$ cat src/rtl/multi_byte_add_sequencer_if.sv
// Request/result handshake bundle for multi_byte_add_sequencer.
// The requester drives the master side; the sequencer uses the slave side.
interface multi_byte_add_sequencer_if #(
  parameter int WORDS = 4
);
  localparam int W = 8 * WORDS;

  logic         in_valid;
  logic         in_ready;
  logic [W-1:0] op_a;
  logic [W-1:0] op_b;
  logic         cin;
  logic         sub;
  logic         out_valid;
  logic         out_ready;
  logic [W-1:0] result;
  logic         cout;
  logic         overflow;

  modport master (
    output in_valid, op_a, op_b, cin, sub, out_ready,
    input  in_ready, out_valid, result, cout, overflow
  );

  modport slave (
    input  in_valid, op_a, op_b, cin, sub, out_ready,
    output in_ready, out_valid, result, cout, overflow
  );
endinterface

$ cat src/rtl/multi_byte_add_sequencer.sv
// Runs a W-bit add/subtract through one external 8-bit adder, a byte per step,
// LSB first, chaining the carry through a register; holds the result until taken.
module multi_byte_add_sequencer #(
  parameter int WORDS         = 4,
  parameter int SETTLE_CYCLES = 1
) (
  input  logic                       clk,
  input  logic                       rst,
  multi_byte_add_sequencer_if.slave  bus,
  output logic                       busy,
  output logic [7:0]                 add_a,
  output logic [7:0]                 add_b,
  output logic                       add_cin,
  input  logic [7:0]                 add_sum,
  input  logic                       add_cout
);
  localparam int W     = 8 * WORDS;
  localparam int IDX_W = (WORDS > 1) ? $clog2(WORDS) : 1;
  localparam int CNT_W = (SETTLE_CYCLES > 1) ? $clog2(SETTLE_CYCLES) : 1;
  localparam logic [IDX_W-1:0] LAST_IDX = IDX_W'(WORDS - 1);
  localparam logic [CNT_W-1:0] LAST_CNT = CNT_W'(SETTLE_CYCLES - 1);

  typedef enum logic [1:0] {
    S_IDLE = 2'd0,
    S_RUN  = 2'd1,
    S_DONE = 2'd2
  } state_e;

  state_e             state_q, state_d;
  logic [W-1:0]       a_q, a_d;
  logic [W-1:0]       b_q, b_d;
  logic [W-1:0]       res_q, res_d;
  logic               carry_q, carry_d;
  logic [IDX_W-1:0]   idx_q, idx_d;
  logic [CNT_W-1:0]   cnt_q, cnt_d;

  // NOTE: non-blocking assignments keep every flop sampling pre-edge values.
  // NOTE: the operand/result registers are reset as well, because result,
  // cout and overflow must all read zero straight after reset.
  always_ff @(posedge clk) begin
    if (rst) begin
      state_q <= S_IDLE;
      a_q     <= '0;
      b_q     <= '0;
      res_q   <= '0;
      carry_q <= 1'b0;
      idx_q   <= '0;
      cnt_q   <= '0;
    end else begin
      state_q <= state_d;
      a_q     <= a_d;
      b_q     <= b_d;
      res_q   <= res_d;
      carry_q <= carry_d;
      idx_q   <= idx_d;
      cnt_q   <= cnt_d;
    end
  end

  // NOTE: every output of this block gets a default first, so no path can
  // leave a signal unassigned and infer a latch.
  always_comb begin
    state_d       = state_q;
    a_d           = a_q;
    b_d           = b_q;
    res_d         = res_q;
    carry_d       = carry_q;
    idx_d         = idx_q;
    cnt_d         = cnt_q;
    bus.in_ready  = 1'b0;
    bus.out_valid = 1'b0;
    busy          = 1'b0;
    add_a         = 8'd0;
    add_b         = 8'd0;
    add_cin       = 1'b0;

    case (state_q)
      S_IDLE: begin
        bus.in_ready = 1'b1;
        if (bus.in_valid) begin
          // Subtraction is A + ~B + 1: invert B once here, force the first carry.
          a_d     = bus.op_a;
          b_d     = bus.op_b ^ {W{bus.sub}};
          carry_d = bus.sub ? 1'b1 : bus.cin;
          idx_d   = '0;
          cnt_d   = '0;
          state_d = S_RUN;
        end
      end

      S_RUN: begin
        busy    = 1'b1;
        add_a   = a_q[8*idx_q +: 8];
        add_b   = b_q[8*idx_q +: 8];
        add_cin = carry_q;
        if (cnt_q == LAST_CNT) begin
          res_d[8*idx_q +: 8] = add_sum;
          carry_d             = add_cout;
          cnt_d               = '0;
          if (idx_q == LAST_IDX) begin
            idx_d   = '0;
            state_d = S_DONE;
          end else begin
            idx_d = idx_q + IDX_W'(1);
          end
        end else begin
          cnt_d = cnt_q + CNT_W'(1);
        end
      end

      S_DONE: begin
        busy          = 1'b1;
        bus.out_valid = 1'b1;
        if (bus.out_ready) begin
          state_d = S_IDLE;
        end
      end

      default: begin
        state_d = S_IDLE;
      end
    endcase
  end

  // b_q already holds the inverted operand in subtract mode.
  assign bus.result   = res_q;
  assign bus.cout     = carry_q;
  assign bus.overflow = (a_q[W-1] == b_q[W-1]) && (res_q[W-1] != a_q[W-1]);

endmodule

$ cat src/flat_wrapper.sv
// flat-port wrapper written by rule: the top's interface ports become plain ports
module multi_byte_add_sequencer_flat 
#(
  parameter int WORDS         = 4,
  parameter int SETTLE_CYCLES = 1
)
  (clk, rst, busy, add_a, add_b, add_cin, add_sum, add_cout, bus_in_valid, bus_op_a, bus_op_b, bus_cin, bus_sub, bus_out_ready, bus_in_ready, bus_out_valid, bus_result, bus_cout, bus_overflow);
  multi_byte_add_sequencer_if #(.WORDS(WORDS)) bus_i ();
  input  logic clk;
  input  logic rst;
  output logic busy;
  output logic [7:0] add_a;
  output logic [7:0] add_b;
  output logic add_cin;
  input  logic [7:0] add_sum;
  input  logic add_cout;
  input wire logic [$bits(bus_i.in_valid)-1:0] bus_in_valid;
  input wire logic [$bits(bus_i.op_a)-1:0] bus_op_a;
  input wire logic [$bits(bus_i.op_b)-1:0] bus_op_b;
  input wire logic [$bits(bus_i.cin)-1:0] bus_cin;
  input wire logic [$bits(bus_i.sub)-1:0] bus_sub;
  input wire logic [$bits(bus_i.out_ready)-1:0] bus_out_ready;
  output wire logic [$bits(bus_i.in_ready)-1:0] bus_in_ready;
  output wire logic [$bits(bus_i.out_valid)-1:0] bus_out_valid;
  output wire logic [$bits(bus_i.result)-1:0] bus_result;
  output wire logic [$bits(bus_i.cout)-1:0] bus_cout;
  output wire logic [$bits(bus_i.overflow)-1:0] bus_overflow;
  assign bus_i.in_valid = bus_in_valid;
  assign bus_i.op_a = bus_op_a;
  assign bus_i.op_b = bus_op_b;
  assign bus_i.cin = bus_cin;
  assign bus_i.sub = bus_sub;
  assign bus_i.out_ready = bus_out_ready;
  assign bus_in_ready = bus_i.in_ready;
  assign bus_out_valid = bus_i.out_valid;
  assign bus_result = bus_i.result;
  assign bus_cout = bus_i.cout;
  assign bus_overflow = bus_i.overflow;
  multi_byte_add_sequencer #(.WORDS(WORDS), .SETTLE_CYCLES(SETTLE_CYCLES)) u_core (.clk(clk), .rst(rst), .bus(bus_i), .busy(busy), .add_a(add_a), .add_b(add_b), .add_cin(add_cin), .add_sum(add_sum), .add_cout(add_cout));
endmodule
$ cat config.mk
export PLATFORM = sky130hd
export DESIGN_NAME = multi_byte_add_sequencer_flat
export DESIGN_NICKNAME = d
export VERILOG_FILES = /design/src/rtl/multi_byte_add_sequencer_if.sv /design/src/rtl/multi_byte_add_sequencer.sv /design/src/flat_wrapper.sv
export SDC_FILE = /design/constraint.sdc
export NUM_CORES = 1
export LEC_CHECK = 0
export BUFFER_PORTS_ARGS = -buffer_cell sky130_fd_sc_hd__buf_4
export CORE_ASPECT_RATIO = 0.9
export CORE_MARGIN = 2
export CORE_UTILIZATION = 52
export DETAILED_ROUTE_END_ITERATION = 10
export PLACE_DENSITY_LB_ADDON = 0.08
export SLEW_MARGIN = 20
export SYNTH_ARGS = -nofsm -noshare
export SYNTH_HDL_FRONTEND = slang
export SYNTH_SLANG_ARGS = --single-unit
$ cat constraint.sdc
create_clock -name clk -period 2.6 [get_ports clk]
set_input_delay 0.65 -clock clk [delete_from_list [all_inputs] [get_ports clk]]
set_output_delay 0.65 -clock clk [all_outputs]
set_load 0.05 [all_outputs]
==> metrics.md, run 1 <==
| Metric | Value |
|---|---|
| First-pass GRT wire length | `about 17 mm` |
| Hold buffer count at CTS | `0` |
| Post-synthesis cell count | `479` |
| Crit Path Class | `reg2out` |
| Port Buf Inserts | `132` |
| Finished Core Util | `about 68%` |
| Vias in the first global route | `between 3000 and 4000` |
| Finish-stage setup viols | `0` |
| EDFF count, synth | `0` |
| First-pass iteration count of the detailed router | `4` |
| Tmin final | `between 2 and 2.5 ns` |
| Largest net degree at the start of global routing | `50` |
| Critical Path Source Type | `flop` |
| Syn. warnings | `0` |
| H-tree levels | `3` |
| Fin nets | `681` |
| Clock sinks | `roughly 100` |
| Routed vias/inst | `around 5.3` |
| Via count | `3786` |
| Worst-Margin Slew | `0.700 ns` |
| Area growth syn-to-layout | `28.0%` |
| Total negative slack | `0 ns` |
| Routability cong. | `0.798` |
| List of most frequent post-synthesis cells | `dfxtp_1, nand2_1, nor2_1` |
| Post-synth top area share | `44.6%` |
| Die width | `just over 100 um` |
| Setup crit end kind | `output pin` |
| Wire per inst | `14.7 um` |
| Clock Latency Late Sink | `between 0.3 and 0.4 ns` |
| Status | `finished clean` |
| Area of the multi-input gates | `between 2000 and 2500 sq um` |
| Most common cell on crit path | `buf_4` |
| Layout cells sized above 1 | `28.9%` |
| Worst path max stage delay | `between 0.5 and 0.6 ns` |
| Synth unique cells | `34` |
| Synth Cell Area | `4540 sq um` |
| Antenna violations before repair | `0` |
| Die Ht | `~90 um` |
| Avg Cell Area, Syn | `9.47 sq um` |
| Lkg Pwr | `0.00240 uW` |
| Top Ports | `133` |
| Slowest cell on crit path | `mux4_2` |
| Post-route ant nets | `0` |
| Area of the die | `9490 sq um` |
| Final Slew Violations | `0` |
| Drt first-iter violations | `121` |
| Mapped Nets | `approximately 570` |
| Fillcell total | `681` |
| CTS buffer count | `9` |
| Storage cell area | `2020 sq um` |
| Crit path required time | `1.95 ns` |
| HP Class | `reg2reg` |
| Synth top area cells | `dfxtp_1, nand2_1, xnor2_1` |
| Dpl hpwl | `7.36 mm` |
| Total track usage | `22.4%` |
| DRC viols | `0` |
| Seq/Total Area, Yosys | `44.6%` |
| Clk buf depth | `2` |
| Fin crit share | `a little over nine tenths` |
| #FFs+latches synth | `101` |
| Antenna Cells | `0` |
| CTS tree | `built` |
| CORE AREA | `8530 sq um` |
| Slew margin rel. | `a little over half` |
| Root Driver | `clkbuf_8` |
| Power, Total | `4290 uW` |
| Most frequent cell after synthesis | `dfxtp_1` |
| Fmax | `404 MHz` |
| Async SR Flop Fraction | `0%` |
| Crit-path max FO | `13` |
| Final wirelength | `10.5 mm` |
| Layout Skew | `between 0.007 and 0.008 ns` |
| PD cells | `738 nW/um^2` |
| Leading area contributor after synthesis | `dfxtp_1` |
| Worst VDD drop | `0.348 mV` |
| Congestion Overflow GR | `0` |
| RSZ-0062 raised after global routing | `false` |
| Max-Cap Viols | `0` |
| Starting Density | `a little over half` |
| Hold Vio Cnt, Final | `0` |
| Main flop type after synthesis | `dfxtp_1` |
| Clk pin slew, worst setup/hold paths | `about 0.09 ns` |
| Crit-path cells | `buf_4 > mux4_2 > and2_1 > buf_4` |
| Core Rows | `32` |
| Crit path arrival time | `1.83 ns` |
==> cell usage in the layout, fill, tap and decap left out, types with 2 or more instances in the layout <==
master | netlist | final
nand2b_1 | 5 | 5
xnor2_1 | 32 | 32
and2_1 | 18 | 17
and3b_1 | 2 | 2
nand2_1 | 75 | 75
mux2i_1 | 2 | 2
mux4_1 | 7 | 7
clkbuf_8 | 0 | 10
buf_4 | 4 | 141
inv_8 | 0 | 2
nand4b_1 | 6 | 6
a32oi_1 | 20 | 20
a21oi_1 | 40 | 40
ha_1 | 9 | 9
buf_12 | 0 | 2
nor2_1 | 52 | 52
clkinv_4 | 0 | 2
inv_1 | 7 | 7
dfxtp_1 | 101 | 100
nand3b_1 | 2 | 2
a22o_1 | 8 | 8
mux4_2 | 9 | 9
a211oi_1 | 32 | 32
==> state kept, by name, summed over array words and instances (netlist names) <==
| register | flops |
|---|---|
| u_core.state_q | 2 |
| u_core.b_q | 32 |
| u_core.a_q | 32 |
| u_core.idx_q | 2 |
| u_core.bus.cout | 1 |
| u_core.bus.result | 32 |
==> worst max-delay path: cells and delay by family, from the launching register on <==
family | cells | cell delay, ns
buf+inv | 2 | 0.42
simple gates | 1 | 0.17
mux | 1 | 0.51
flops | 1 | 0.36
==> timing repair <==
item	CTS	global route
endpoints found under the setup margin	0	4
gates resized for setup	0	2
buffers inserted	0	0
hold endpoints to repair	0	0
==> area by class of cell <==
type                    instances  area share [%]
clock inverters                 6            1.36
inverters                       7           0.452
repair buffers                144            19.1
clock buffers                  10            2.37
well taps                     119            2.56
multi-input cells             330            39.3
flip-flops and latches        101            34.8
==> kinds of logic after synthesis <==
logic type      synth area share (%)
simple gates                    16.7
compound gates                  15.9
flops                           44.6
buf+inv                         5.21
xor+xnor                        6.18
mux                             8.96
fa+ha+maj                       2.48
==> final timing paths <==
check | slack (ns) | start | end | cells after the start
worst max register to register | 0.60 | u_core.idx_q[0]$_SDFFE_PP0P_ | u_core.bus.result[14]$_SDFFE_PP0P_ | 6
worst max-delay path | 0.12 | u_core.idx_q[0]$_SDFFE_PP0P_ | add_a[1] | 4
worst min-delay path | 0.46 | u_core.a_q[24]$_SDFFE_PP0P_ | u_core.a_q[24]$_SDFFE_PP0P_ | 2
worst min register to register | 0.46 | u_core.a_q[24]$_SDFFE_PP0P_ | u_core.a_q[24]$_SDFFE_PP0P_ | 2
==> through the flow <==
step	hold WS, ns	cells	instance area, sq um	worst slack [ns]
final	0.458	717	5810	0.125
after global routing	0.473	717	5810	0.0132
after CTS	0.459	717	5800	0.0131
after detailed placement	0.445	701	5580	0.423
after global placement	0.438	701	5580	0.448
after floorplan	0.432	479	4540	0.119
==> routing by layer <==
layer,part of all wire [%],vias up,GRT usage (%)
met2,47,103,35.7
li1,-,1910,-
met1,46,1761,30.1
met4,1.4,0,5.00
met3,5.6,12,6.42
met5,0,-,0
==> power by group <==
| group | total (uW) | switching (uW) | internal [uW] | leakage (uW) |
|---|---|---|---|---|
| Sequential | 1830 | 98.4 | 1730 | 0.000828 |
| Clock | 1060 | 567 | 492 | 0.000111 |
| Combinational | 1400 | 849 | 549 | 0.00146 |
| Total | 4290 | 1510 | 2770 | 0.00240 |
(Power assumes the default switching activity.)
==> inputs of run 2 (changes only) <==
--- a/config.mk
+++ b/config.mk
@@ -5,11 +5,11 @@
 export SDC_FILE = /design/constraint.sdc
 export NUM_CORES = 1
 export LEC_CHECK = 0
-export BUFFER_PORTS_ARGS = -buffer_cell sky130_fd_sc_hd__buf_4
 export CORE_ASPECT_RATIO = 0.9
 export CORE_MARGIN = 2
-export CORE_UTILIZATION = 52
+export CORE_UTILIZATION = 60
 export DETAILED_ROUTE_END_ITERATION = 10
+export DONT_BUFFER_PORTS = 1
 export PLACE_DENSITY_LB_ADDON = 0.08
 export SLEW_MARGIN = 20
 export SYNTH_ARGS = -nofsm -noshare
==> run 2 against run 1 <==
Against the previous run:
- sequential power up 6%
- critical path depth fell by 1
- worst setup slack lost 0.0097 ns
- core utilization shrank 3.4 points
- register-to-register slack worse by 0.12 ns
- worst hold slack got worse by 0.11 ns
- power is 6.2% lower
- count of clock-buffer cells in the layout rose by 1
- maximum frequency down 0.39%
- sequential share of layout area is 7.2 points higher
- critical path type unchanged
- largest power group unchanged
- highest routed layer unchanged
==> metrics.md, run 2 (same netlist as run 1, synthesis figures left out) <==
| Metric | Value |
|---|---|
| Total track usage | `a little under a quarter` |
| Post-route ant nets | `0` |
| Critical Path Source Type | `flop` |
| Crit Path Class | `reg2out` |
| Die Ht | `between 80 and 90 um` |
| Most frequent cells in the layout | `dfxtp_1, nand2_1, nor2_1, a21oi_1` |
| DP Cell Count | `547` |
| Busiest grt layer | `met2` |
| Sw Ratio | `34.5%` |
| RSZ-0062 raised after global routing | `false` |
| CORE AREA | `7430 sq um` |
| CTS buffer count | `9` |
| Starting Density | `61.1%` |
| Met1 GRT Util | `~28%` |
| P_int | `2640 uW` |
| Hold Vio Cnt, Final | `0` |
| Storage cell area | `between 2000 and 2500 sq um` |
| Lkg Pwr | `0.00174 uW` |
| Fillcell total | `654` |
| Clock sinks | `approximately 100` |
| First-pass iteration count of the detailed router | `4` |
| Slew margin rel. | `between 50% and 60%` |
| Fin cells | `563` |
| Worst VDD drop | `0.495 mV` |
| Setup crit start | `u_core.idx_q[0]$_SDFFE_PP0P_` |
| Power share of the combinational group | `26.6%` |
| Wire per inst | `17.2 um` |
| Antenna Cells | `0` |
| Total negative slack | `0 ns` |
| Area of the die | `8280 sq um` |
| Post-CTS setup buffer count | `0` |
| Core Rows | `30` |
| Fin crit share | `95.6%` |
| Finish-stage setup viols | `0` |
| Antenna violations before repair | `0` |
| R2r startpoint | `u_core.idx_q[1]$_SDFFE_PP0P_` |
| Area of the multi-input gates | `2290 sq um` |
| Final wirelength | `9.68 mm` |
| Fin nets | `550` |
| HP Class | `in2reg` |
| Commonest non-fill, non-tap cell in the layout | `dfxtp_1` |
| Net switching power | `between 1000 and 1500 uW` |
| Met3 GRT Util | `a little under a tenth` |
| Clock network fraction of design power | `25.3%` |
| Max-Cap Viols | `0` |
| Dpl hpwl | `6.65 mm` |
| Routed vias/inst | `5.79` |
| Layout Skew | `roughly 0.0076 ns` |
| Clk pin slew, worst setup/hold paths | `0.09 ns` |
| Die width | `95.7 um` |
| Setup crit end kind | `output pin` |
| Clock Latency Late Sink | `0.36 ns` |
| Port Buf Inserts | `0` |
| Slowest cell on crit path | `mux4_1` |
| PD cells | `between 800 and 900 nW/um^2` |
| Power share of the sequential group | `48.1%` |
| Hold Crit Start | `rst` |
| DRC viols | `0` |
| Top Ports | `approximately 130` |
| Congestion Overflow GR | `0` |
| CTS resizes | `1` |
| Worst path max stage delay | `between 0.5 and 0.6 ns` |
| Tmin final | `2.49 ns` |
| Hold buffer count at CTS | `0` |
| Status | `finished clean` |
| Crit-path max FO | `14` |
| CTS tree | `built` |
| First-pass GRT wire length | `14.6 mm` |
| H-tree levels | `3` |
| Routability cong. | `0.760` |
| Clk buf depth | `2` |
| Fmax | `between 400 and 500 MHz` |
| Crit-path cells | `buf_6 > mux4_1 > and2_2` |
| Layout cells sized above 1 | `10.1%` |
| Largest net degree at the start of global routing | `97` |
| Root Driver | `clkbuf_8` |
| Via count | `between 3000 and 4000` |
| Crit path required time | `1.95 ns` |
| Power, Total | `4020 uW` |
| Area growth syn-to-layout | `5.96%` |
| Vias in the first global route | `2924` |
| Final Slew Violations | `0` |
| Drt first-iter violations | `114` |
| Crit path arrival time | `1.84 ns` |
| Worst-Margin Slew | `0.644 ns` |
| Met2 track demand over resource | `36.5%` |
[run 2: cell types whose count changed in the layout (fill, tap and decap cells not counted), moves of 2 or more]
cell        before  now
buf_4          141    9
and2_1          17   12
and2_2           1    6
clkinvlp_4       0    2
inv_8            2    0
[run 2: area by class of cell]
| class | count | share of cell area [%] |
|---|---|---|
| inverter | 7 | 0.546 |
| clock inverter | 5 | 1.22 |
| multi-input combinational | 330 | 47.6 |
| clock buffer | 11 | 3.15 |
| timing repair buffer | 13 | 2.89 |
| tap | 96 | 2.50 |
| sequential | 101 | 42.1 |
[run 2: routing by layer]
layer / wire length, um / up-vias
li1: - / 1645
met1: 4160 / 1497
met2: 4440 / 102
met3: 912 / 14
met4: 164 / 0
met5: 0 / -
[run 2: stage by stage]
step | instance area [sq um] | utilization (%) | hold WS, ns | setup WS [ns]
after floorplan | 4540 | - | 0.432 | 0.119
after global placement | 4580 | 61.7 | 0.432 | 0.362
after detailed placement | 4580 | 61.7 | 0.436 | 0.321
after CTS | 4800 | 64.5 | 0.334 | 0.0271
after global routing | 4810 | 64.7 | 0.326 | 0.0428
final | 4810 | 64.7 | 0.349 | 0.115
[run 2: path summary, 6_finish.rpt]
| check | to | slack (ns) | cells after the start |
|---|---|---|---|
| max reg2reg | u_core.bus.result[12]$_SDFFE_PP0P_ | 0.48 | 6 |
| min | u_core.bus.result[24]$_SDFFE_PP0P_ | 0.35 | 1 |
| min reg2reg | u_core.a_q[12]$_SDFFE_PP0P_ | 0.45 | 2 |
| max | add_a[7] | 0.11 | 3 |
[run 2: power by group through the flow]
| stage | logic (uW) | registers, uW | clock network (uW) |
|---|---|---|---|
| floorplan | 938 | 1930 | 0 |
| global placement | 1050 | 1970 | 0 |
| detailed placement | 1070 | 1970 | 0 |
| CTS | 1070 | 1940 | 1040 |
| global route | 1170 | 1960 | 1100 |
| finish | 1070 | 1940 | 1020 |
[run 2: critical path: cells and delay by family, from the launching register on]
family | cells | cell delay [ns]
muxes | 1 | 0.57
DFF | 1 | 0.37
and+or+nand+nor | 1 | 0.31
buffers and inverters | 1 | 0.22
==> inputs of run 3 (changes only) <==
--- a/config.mk
+++ b/config.mk
@@ -7,10 +7,11 @@
 export LEC_CHECK = 0
 export CORE_ASPECT_RATIO = 0.9
 export CORE_MARGIN = 2
-export CORE_UTILIZATION = 60
+export CORE_UTILIZATION = 57
 export DETAILED_ROUTE_END_ITERATION = 10
 export DONT_BUFFER_PORTS = 1
 export PLACE_DENSITY_LB_ADDON = 0.08
+export RECOVER_POWER = 25
 export SLEW_MARGIN = 20
 export SYNTH_ARGS = -nofsm -noshare
 export SYNTH_HDL_FRONTEND = slang
==> constraint.sdc (replaced) <==
create_clock -name clk -period 2.1 [get_ports clk]
set_input_delay 0.525 -clock clk [delete_from_list [all_inputs] [get_ports clk]]
set_output_delay 0.525 -clock clk [all_outputs]
set_load 0.05 [all_outputs]
==> run 3 against run 2 <==
Against the previous run:
- the flow now finishes with violations (setup timing)
- worst setup slack got worse by 0.12 ns
- clock power rose by 9%
- final cell count is 1.6% higher
- power increased by 23%
- critical path depth unchanged
- count of clock-buffer cells in the layout is the same
- via count up 1.3%
- clock skew rose by 0.0029 ns
- non-clock buffer count rose by 9
- first-iteration DRC count grew 3.5%
- flip-flop and latch count stayed put
- critical endpoint is now add_a[2]
==> metrics.md, run 3 (same netlist as run 1, synthesis figures left out) <==
| Metric | Value |
|---|---|
| First-pass GRT wire length | `15.5 mm` |
| Hold Vio Cnt, Final | `0` |
| Hold buffer count at CTS | `0` |
| Area growth syn-to-layout | `7.50%` |
| Die Ht | `88.7 um` |
| Layout cells sized above 1 | `16.2%` |
| DRC viols | `0` |
| PD cells | `1010 nW/um^2` |
| Slowest cell on crit path | `mux4_2` |
| Core Rows | `30` |
| Starting Density | `between 50 and 60%` |
| Via count | `3301` |
| Fin nets | `559` |
| Clock Latency Late Sink | `0.36 ns` |
| Largest net degree at the start of global routing | `97` |
| Congestion Overflow GR | `0` |
| First-pass iteration count of the detailed router | `5` |
| Lkg Pwr | `roughly 0.0017 uW` |
| Storage cell area | `2030 sq um` |
| Antenna Cells | `0` |
| Fin cells | `572` |
| Total track usage | `22.3%` |
| CP bufs+invs | `1` |
| Crit path required time | `1.57 ns` |
| Status | `finished with violations` |
| Dpl hpwl | `6.63 mm` |
| Fin crit share | `100%` |
| CORE AREA | `roughly 7600 sq um` |
| Clk pin slew, worst setup/hold paths | `0.10 ns` |
| Fmax | `475 MHz` |
| Violated checks | `setup timing` |
| Area of the multi-input gates | `about 2300 sq um` |
| Fin area | `4880 sq um` |
| Met2 WL | `4.46 mm` |
| Max-Cap Viols | `0` |
| H-tree levels | `3` |
| Fin worst setup slack | `-0.00741 ns` |
| Crit-path max FO | `4` |
| M1 wire length | `4.44 mm` |
| Placement-stage cell area | `4620 sq um` |
| DP Cell Count | `552` |
| Tmin final | `about 2.1 ns` |
| DR top layer | `met4` |
| Fillcell total | `690` |
| Top Ports | `133` |
| Die width | `98.1 um` |
| Critical Path Source Type | `flop` |
| Routability cong. | `0.782` |
| Antenna violations before repair | `0` |
| Commonest non-fill, non-tap cell in the layout | `dfxtp_1` |
| Layout Skew | `0.0105 ns` |
| Drt first-iter violations | `118` |
| Vias in the first global route | `3027` |
| Crit path arrival time | `1.58 ns` |
| Setup crit end kind | `output pin` |
| Worst path max stage delay | `approximately 0.5 ns` |
| Wire per inst | `about 17 um` |
| Crit-path cells | `buf_4 > mux4_2 > and2_4` |
| Post-route ant nets | `0` |
| Final wirelength | `about 9.7 mm` |
| Worst-Margin Slew | `0.706 ns` |
| Most frequent cells in the layout | `dfxtp_1, nand2_1, nor2_1, a21oi_1` |
| Power, Total | `~4900 uW` |
| HP Class | `in2reg` |
| Clock sinks | `101` |
| Root Driver | `clkbuf_8` |
| Routed vias/inst | `5.77` |
| CTS tree | `built` |
| RSZ-0062 raised after global routing | `true` |
| Worst VDD drop | `0.402 mV` |
| Finish-stage setup viols | `4` |
| Hold slack | `approximately 0.23 ns` |
| Slew margin rel. | `approximately 53%` |
| Delay-heaviest family, CP | `multiplexers` |
| Crit Path Class | `reg2out` |
| Total negative slack | `-0.0206 ns` |
| Clk buf depth | `2` |
| Area of the die | `8690 sq um` |
| Routed wl met3 | `718 um` |
| Port Buf Inserts | `0` |
| Final Slew Violations | `0` |
| CTS buffer count | `9` |
-- run 3: cell types whose count changed in the layout (fill, tap and decap cells not counted), sizes merged --
cell      before  now
buf           13   21
bufinv         1    0
clkbuf        11   12
clkinvlp       2    3
-- run 3: what timing repair did --
action,CTS,global route
buffers inserted,4,0
resized for setup,43,6
endpoints found under the hold margin,0,0
setup endpoints to repair,16,39
pin swaps,0,0
-- run 3: power by group --
part	leakage, uW	internal, uW	total (uW)	switching [uW]
logic	0.000836	587	1460	872
clock network	0.0000815	464	1110	647
registers	0.000829	2150	2380	230
total	0.00175	3200	4950	1750
-- run 3: path summary, 6_finish.rpt --
path                           startpoint                                 end  slack, ns  cells after the start
max          u_core.idx_q[0]$_SDFFE_PP0P_                            add_a[2]     -0.007                      3
min                                   rst   u_core.bus.result[0]$_SDFFE_PP0P_       0.23                      1
max reg2reg  u_core.idx_q[0]$_SDFFE_PP0P_  u_core.bus.result[15]$_SDFFE_PP0P_       0.11                      8
min reg2reg    u_core.a_q[9]$_SDFFE_PP0P_          u_core.a_q[9]$_SDFFE_PP0P_       0.45                      2
-- run 3: routing by layer --
layer  up-vias  track usage (%)
met3        10             7.50
met4         0             8.21
met1      1529             29.7
met2        99             34.2
met5         -                0
li1       1663                -
-- run 3: layout make-up --
cell class,instances,area share [%]
well taps,96,2.46
inverters,7,0.539
multi-input cells,330,47.4
repair buffers,22,4.39
flip-flops and latches,101,41.5
clock buffers,11,2.90
clock inverters,5,0.744
-- run 3: metrics by stage --
stage               utilization [%]  worst slack [ns]
floorplan                         -            0.0906
global placement               60.7             0.147
detailed placement             60.7             0.126
CTS                            63.9           -0.0344
global route                   64.0           -0.0706
finish                         64.0          -0.00741
-- run 3: worst reg2reg max path: cells and delay by family, from the launching register on --
| kind | cells | cell delay, ns |
|---|---|---|
| AO/OA/AOI/OAI | 1 | 0.21 |
| flip-flops | 1 | 0.36 |
| buffers and inverters | 4 | 0.51 |
| AND/OR/NAND/NOR | 2 | 0.54 |
| adder cells (fa/ha/maj) | 1 | 0.32 |
